## src/rtl/rv32i_types.sv

```systemverilog
// Shared RV32I types for the front end: opcodes, fetch FSM states, reset vector.
package rv32i_types;

    typedef enum logic [6:0] {
        op_lui   = 7'b0110111,
        op_auipc = 7'b0010111,
        op_jal   = 7'b1101111,
        op_jalr  = 7'b1100111,
        op_br    = 7'b1100011,
        op_load  = 7'b0000011,
        op_store = 7'b0100011,
        op_imm   = 7'b0010011,
        op_reg   = 7'b0110011
    } rv32i_opcode;

    typedef enum logic [1:0] {
        REQ   = 2'd0,
        HOLD  = 2'd1,
        DRAIN = 2'd2
    } fetch_state_t;

    localparam logic [31:0] RESET_PC_DEFAULT = 32'h4000_0060;

endpackage

```

## src/rtl/if_predecode.sv

```systemverilog
// Combinational jal detector: flags a jal word and computes its pc-relative target.
module if_predecode
    import rv32i_types::*;
(
    input  logic [31:0] word_i,
    input  logic [31:0] pc_i,
    output logic        is_jal_o,
    output logic [31:0] target_o
);

    logic [31:0] j_imm;

    assign j_imm    = {{12{word_i[31]}}, word_i[19:12], word_i[20], word_i[30:21], 1'b0};
    assign is_jal_o = (word_i[6:0] == op_jal);
    assign target_o = pc_i + j_imm;

endmodule

```

## src/rtl/if_fetch_unit.sv

```systemverilog
// Instruction fetch stage: PC, I-cache handshake, stall hold and redirect squash.
// Optional jal predecode is enabled by defining IF_JAL_PREDECODE_EN.
module if_fetch_unit
    import rv32i_types::*;
#(
    parameter logic [31:0] RESET_PC = RESET_PC_DEFAULT
) (
    input  logic        clk,
    input  logic        rst,
    input  logic        stall_i,
    input  logic        redirect_i,
    input  logic [31:0] redirect_pc_i,
    output logic        imem_read_o,
    output logic [31:0] imem_address_o,
    input  logic [31:0] imem_rdata_i,
    input  logic        imem_resp_i,
    output logic        valid_o,
    output logic [31:0] pc_o,
    output logic [31:0] instruction_o,
    output logic        pred_taken_o,
    output logic [31:0] pred_target_o
);

    fetch_state_t state_q, state_d;
    logic [31:0]  fetch_pc_q, fetch_pc_d;
    logic [31:0]  hold_word_q, hold_word_d;
    logic [31:0]  hold_pc_q, hold_pc_d;
    logic [31:0]  pending_pc_q, pending_pc_d;

    logic [31:0]  redirect_tgt;
    logic [31:0]  deliver_word;
    logic [31:0]  deliver_pc;
    logic [31:0]  next_pc;

    assign redirect_tgt = redirect_pc_i & 32'hFFFF_FFFC;
    assign deliver_word = (state_q == HOLD) ? hold_word_q : imem_rdata_i;
    assign deliver_pc   = (state_q == HOLD) ? hold_pc_q : fetch_pc_q;

`ifdef IF_JAL_PREDECODE_EN
    logic        pd_is_jal;
    logic [31:0] pd_target;

    if_predecode u_predecode (
        .word_i   (deliver_word),
        .pc_i     (deliver_pc),
        .is_jal_o (pd_is_jal),
        .target_o (pd_target)
    );

    assign next_pc       = pd_is_jal ? pd_target : deliver_pc + 32'd4;
    assign pred_taken_o  = valid_o & pd_is_jal;
    assign pred_target_o = pred_taken_o ? pd_target : 32'd0;
`else
    assign next_pc       = deliver_pc + 32'd4;
    assign pred_taken_o  = 1'b0;
    assign pred_target_o = 32'd0;
`endif

    assign imem_address_o = fetch_pc_q & 32'hFFFF_FFFC;

    // A redirect always kills the word being presented this cycle.
    always_comb begin
        imem_read_o   = 1'b0;
        valid_o       = 1'b0;
        pc_o          = rst ? fetch_pc_q : deliver_pc;
        instruction_o = 32'd0;
        if (!rst) begin
            unique case (state_q)
                REQ: begin
                    imem_read_o = 1'b1;
                    valid_o     = imem_resp_i & ~redirect_i;
                end
                HOLD:    valid_o     = ~redirect_i;
                DRAIN:   imem_read_o = 1'b1;
                default: ;
            endcase
        end
        if (valid_o) instruction_o = deliver_word;
    end

    always_comb begin
        state_d      = state_q;
        fetch_pc_d   = fetch_pc_q;
        hold_word_d  = hold_word_q;
        hold_pc_d    = hold_pc_q;
        pending_pc_d = pending_pc_q;
        unique case (state_q)
            REQ: begin
                if (redirect_i) begin
                    if (imem_resp_i) begin
                        fetch_pc_d = redirect_tgt;
                    end else begin
                        pending_pc_d = redirect_tgt;
                        state_d      = DRAIN;
                    end
                end else if (imem_resp_i) begin
                    if (!stall_i) begin
                        fetch_pc_d = next_pc;
                    end else begin
                        hold_word_d = imem_rdata_i;
                        hold_pc_d   = fetch_pc_q;
                        state_d     = HOLD;
                    end
                end
            end
            HOLD: begin
                if (redirect_i) begin
                    hold_word_d = 32'd0;
                    hold_pc_d   = 32'd0;
                    fetch_pc_d  = redirect_tgt;
                    state_d     = REQ;
                end else if (!stall_i) begin
                    fetch_pc_d = next_pc;
                    state_d    = REQ;
                end
            end
            DRAIN: begin
                // The stale response retires the old read; the latest target wins.
                if (redirect_i) begin
                    pending_pc_d = redirect_tgt;
                    if (imem_resp_i) begin
                        fetch_pc_d = redirect_tgt;
                        state_d    = REQ;
                    end
                end else if (imem_resp_i) begin
                    fetch_pc_d = pending_pc_q;
                    state_d    = REQ;
                end
            end
            default: state_d = REQ;
        endcase
    end

    always_ff @(posedge clk) begin
        if (rst) begin
            state_q      <= REQ;
            fetch_pc_q   <= RESET_PC;
            hold_word_q  <= 32'd0;
            hold_pc_q    <= 32'd0;
            pending_pc_q <= 32'd0;
        end else begin
            state_q      <= state_d;
            fetch_pc_q   <= fetch_pc_d;
            hold_word_q  <= hold_word_d;
            hold_pc_q    <= hold_pc_d;
            pending_pc_q <= pending_pc_d;
        end
    end

endmodule

```

## config.mk

```make
export PLATFORM = sky130hd
export DESIGN_NAME = if_fetch_unit
export DESIGN_NICKNAME = d
export VERILOG_FILES = /design/src/rtl/rv32i_types.sv /design/src/rtl/if_predecode.sv /design/src/rtl/if_fetch_unit.sv
export SDC_FILE = /design/constraint.sdc
export NUM_CORES = 1
export LEC_CHECK = 0
export CAP_MARGIN = 20
export CORE_ASPECT_RATIO = 1.2
export CORE_MARGIN = 2
export CORE_UTILIZATION = 47
export DETAILED_ROUTE_END_ITERATION = 8
export PLACE_DENSITY_LB_ADDON = 0.2
export SYNTH_ARGS = -nofsm -noshare
export SYNTH_HDL_FRONTEND = slang
export SYNTH_SLANG_ARGS = --single-unit
```

## constraint.sdc

```tcl
create_clock -name clk -period 3.18 [get_ports clk]
set_input_delay 0.477 -clock clk [delete_from_list [all_inputs] [get_ports clk]]
set_output_delay 0.477 -clock clk [all_outputs]
set_load 0.01 [all_outputs]
```

==> impl_metrics.json <==
{
  "outcome": "completed",
  "combinationalPowerShare_pct": 26.0,
  "cts-root-buf": "sky130_fd_sc_hd__clkbuf_16",
  "synth-edff-count": 0,
  "worstPathRequired_ps": 2700,
  "timing.final.hold_violations": 0,
  "floorplan.rows": 56,
  "worst_slew_margin_rel_pct": 51.5,
  "layout-drive-gt1-share_pct": 10.9,
  "synthArstFlopShare_pct": 0,
  "placed_cells": 1588,
  "area_of_the_placeable_core_um2": 19400,
  "fill_cells": 1783,
  "width_of_the_chip_um": 132,
  "data_arrival_time_of_the_worst_path_ps": 2650,
  "area_growth_syn_to_layout_pct": 26.7,
  "gr-usage-all-layers_pct": 28.4,
  "cts.clk_slew.worst_paths_ps": 60,
  "port_buffers": 162,
  "unrepaired_setup_endpoints_after_global_routing": "no",
  "diodes": 0,
  "finalCriticalPeriod_ps": 3120,
  "maxCapViolCount": 0,
  "detailroute.via_count": 9433,
  "worst_hold_path_type": "flip-flop to flip-flop",
  "insertion_delay_ps": 420,
  "finish.instance_area_um2": 11700,
  "min_period_over_period_pct": 98.3,
  "drc": 0,
  "grt_max_degree": 94,
  "grt_pass1_wl_mm": 47.4,
  "initial_cell_density_of_the_core_pct": 47.6,
  "power.density_nw_per_um2": 457,
  "timing.hold.ws_ps": 450,
  "ys.flop_type": "sky130_fd_sc_hd__dfxtp_1",
  "layout.nets": 1425,
  "dpl-instance-area_um2": 11000,
  "post_drt_wl_per_cell_um": 18.6,
  "synthesis.instances": 1237,
  "hold_path_depth": 2,
  "synth_cell_type_count": 66,
  "worst_pin_slew_ps": 725,
  "synth-seq-cells": 128,
  "overall_die_height_um": 158,
  "drtIter0Drc": 889,
  "clock-sinks": 128,
  "clockBufferDepth": 2,
  "fin_cells": 1626,
  "met2_wl_post_dr_mm": 14.1,
  "setup_viol": 0,
  "cts_buffers": 17,
  "slew_limit_fails": 0,
  "drt_first_pass_iters": 6,
  "m1WireLength_mm": 12.8,
  "pwr-share-seq_pct": 34.0,
  "sequential_cell_area_fraction_in_the_yosys_report_pct": 27.8,
  "cellLeakagePower_nw": 4.33,
  "yosys_warnings": 0,
  "detail_route.vias_per_cell": 5.80,
  "path_class": "flip-flop to output pin",
  "p_sw_share_pct": 31.1,
  "dieArea_um2": 20800,
  "design.portCount": 200,
  "synth_area_per_inst_um2": 7.46,
  "pwr-share-clk_pct": 40.0,
  "initial_antenna_violation_count": 0,
  "routed.top_layer": "met4",
  "final_common_cell": "sky130_fd_sc_hd__nand2_1",
  "number_of_gates_given_a_new_drive_strength_after_cts": 0,
  "setup-tns-final_ps": 0,
  "grt_overflow_total": 0,
  "finClkSkew_ps": 7.37,
  "post-layout-total-power_mw": 5.35,
  "cts_hold_buffers": 0,
  "clock.fmax_mhz": 320,
  "cts_htree_levels": 4,
  "worst_r2r_path_depth": 12,
  "detailedPlacementHpwl_mm": 20.7,
  "leading_cell_types_in_the_layout_fill_and_taps_excluded": "sky130_fd_sc_hd__nand2_1, sky130_fd_sc_hd__clkdlybuf4s50_1, sky130_fd_sc_hd__dfxtp_1, sky130_fd_sc_hd__a21oi_1, sky130_fd_sc_hd__nor2_1",
  "net_switching_power_mw": 1.66,
  "vdd.ir_drop.worst_mv": 0.405,
  "intPower_mw": 3.69,
  "total_routed_wirelength_mm": 30.2,
  "critical_path.startpoint_type": "flip-flop",
  "route.antenna.remaining_nets": 0,
  "synthesis.area_um2": 9230,
  "path_max_fanout": 35,
  "grt_pass1_vias": 8769,
  "tritoncts_clock_tree": "done",
  "route.met3.wl_mm": 2.39,
  "end_kind": "output pin",
  "gpl.final_weighted_congestion": 0.940
}
-- synth_stat cells (all sizes together) (5+ instances only) --
library cell	number	area, um2
nand2	166	623
dfxtp	128	2560
a21oi	127	636
nor2	115	432
mux2i	104	1040
buf	96	638
clkbuf	73	274
o21ai	70	350
nand3b	49	368
nand3	34	170
mux2	28	315
inv	19	71.3
nor2b	19	119
o211ai	19	143
a221oi	14	129
o22ai	13	81.3
xor2	13	114
nor3	12	60.1
o31ai	11	82.6
a211oi	9	67.6
a22oi	9	67.6
a31oi	9	56.3
and3	8	50.1
nand4	8	71.3
xnor2	8	70.1
or3	7	43.8
nand2b	6	37.5
a21o	5	37.5
a22o	5	43.8
a32oi	5	43.8
-- power by group through the flow --
stage	Combinational, mW	Clock (mW)	Sequential (mW)
final	1.39	2.14	1.82
after global routing	1.49	2.24	1.83
after CTS	1.37	2.16	1.81
after detailed placement	1.35	0	1.85
after global placement	1.35	0	1.85
after floorplan	0.887	0	1.79
-- timing repair --
action	4_1_cts	5_1_grt
endpoints found under the setup margin	56	34
pin swaps	0	1
setup buffers	2	3
-- critical path: stages (launching register included) --
cell	delay [ps]
sky130_fd_sc_hd__dfxtp_1	400
sky130_fd_sc_hd__inv_1	140
sky130_fd_sc_hd__ha_4	220
sky130_fd_sc_hd__buf_12	130
sky130_fd_sc_hd__buf_12	150
sky130_fd_sc_hd__nor2b_1	160
sky130_fd_sc_hd__a21o_1	260
sky130_fd_sc_hd__mux2_2	200
sky130_fd_sc_hd__clkdlybuf4s50_1	540
-- routing by layer --
| metal | up-vias | global-route usage [%] |
|---|---|---|
| li1 | 4534 | - |
| met1 | 4418 | 35.6 |
| met2 | 408 | 46.0 |
| met3 | 73 | 7.86 |
| met4 | 0 | 12.3 |
| met5 | - | 0 |
-- registers in the layout, indices dropped and copies added, names as in the netlist --
name          cells
hold_word_q      32
pending_pc_q     30
hold_pc_q        32
fetch_pc_q       32
state_q           2
-- layout make-up --
type | count | area [um2] | area share (%)
tap | 261 | 327 | 2.79
clock buffer | 19 | 453 | 3.87
multi-input combinational | 953 | 5840 | 49.9
inverter | 21 | 78.8 | 0.674
clock inverter | 13 | 185 | 1.58
sequential | 128 | 2560 | 21.9
timing repair buffer | 231 | 2250 | 19.2
-- per-stage QoR --
step | util [%] | worst slack [ps]
floorplan | - | -18.4
detailed placement | 56.6 | 258
global route | 60.3 | 5.69
finish | 60.3 | 55.6
CTS | 60.0 | 70.8
global placement | 56.6 | 292
-- final timing paths --
check / startpoint / slack (ps) / endpoint
max: state_q[1] / 60 / pc_o[20]
min: hold_word_q[9] / 450 / hold_word_q[9]
max reg2reg: state_q[1] / 240 / fetch_pc_q[30]
min reg2reg: hold_word_q[9] / 450 / hold_word_q[9]
-- cells by family after synthesis --
| kind of cell | synth area share, % |
|---|---|
| AO/OA/AOI/OAI | 21.5 |
| XOR/XNOR | 1.99 |
| adder cells (fa/ha/maj) | 0.542 |
| buffers and inverters | 10.7 |
| flip-flops | 27.8 |
| multiplexers | 14.7 |
| other | 0.0406 |
| AND/OR/NAND/NOR | 22.7 |
(Power assumes the default switching activity.)
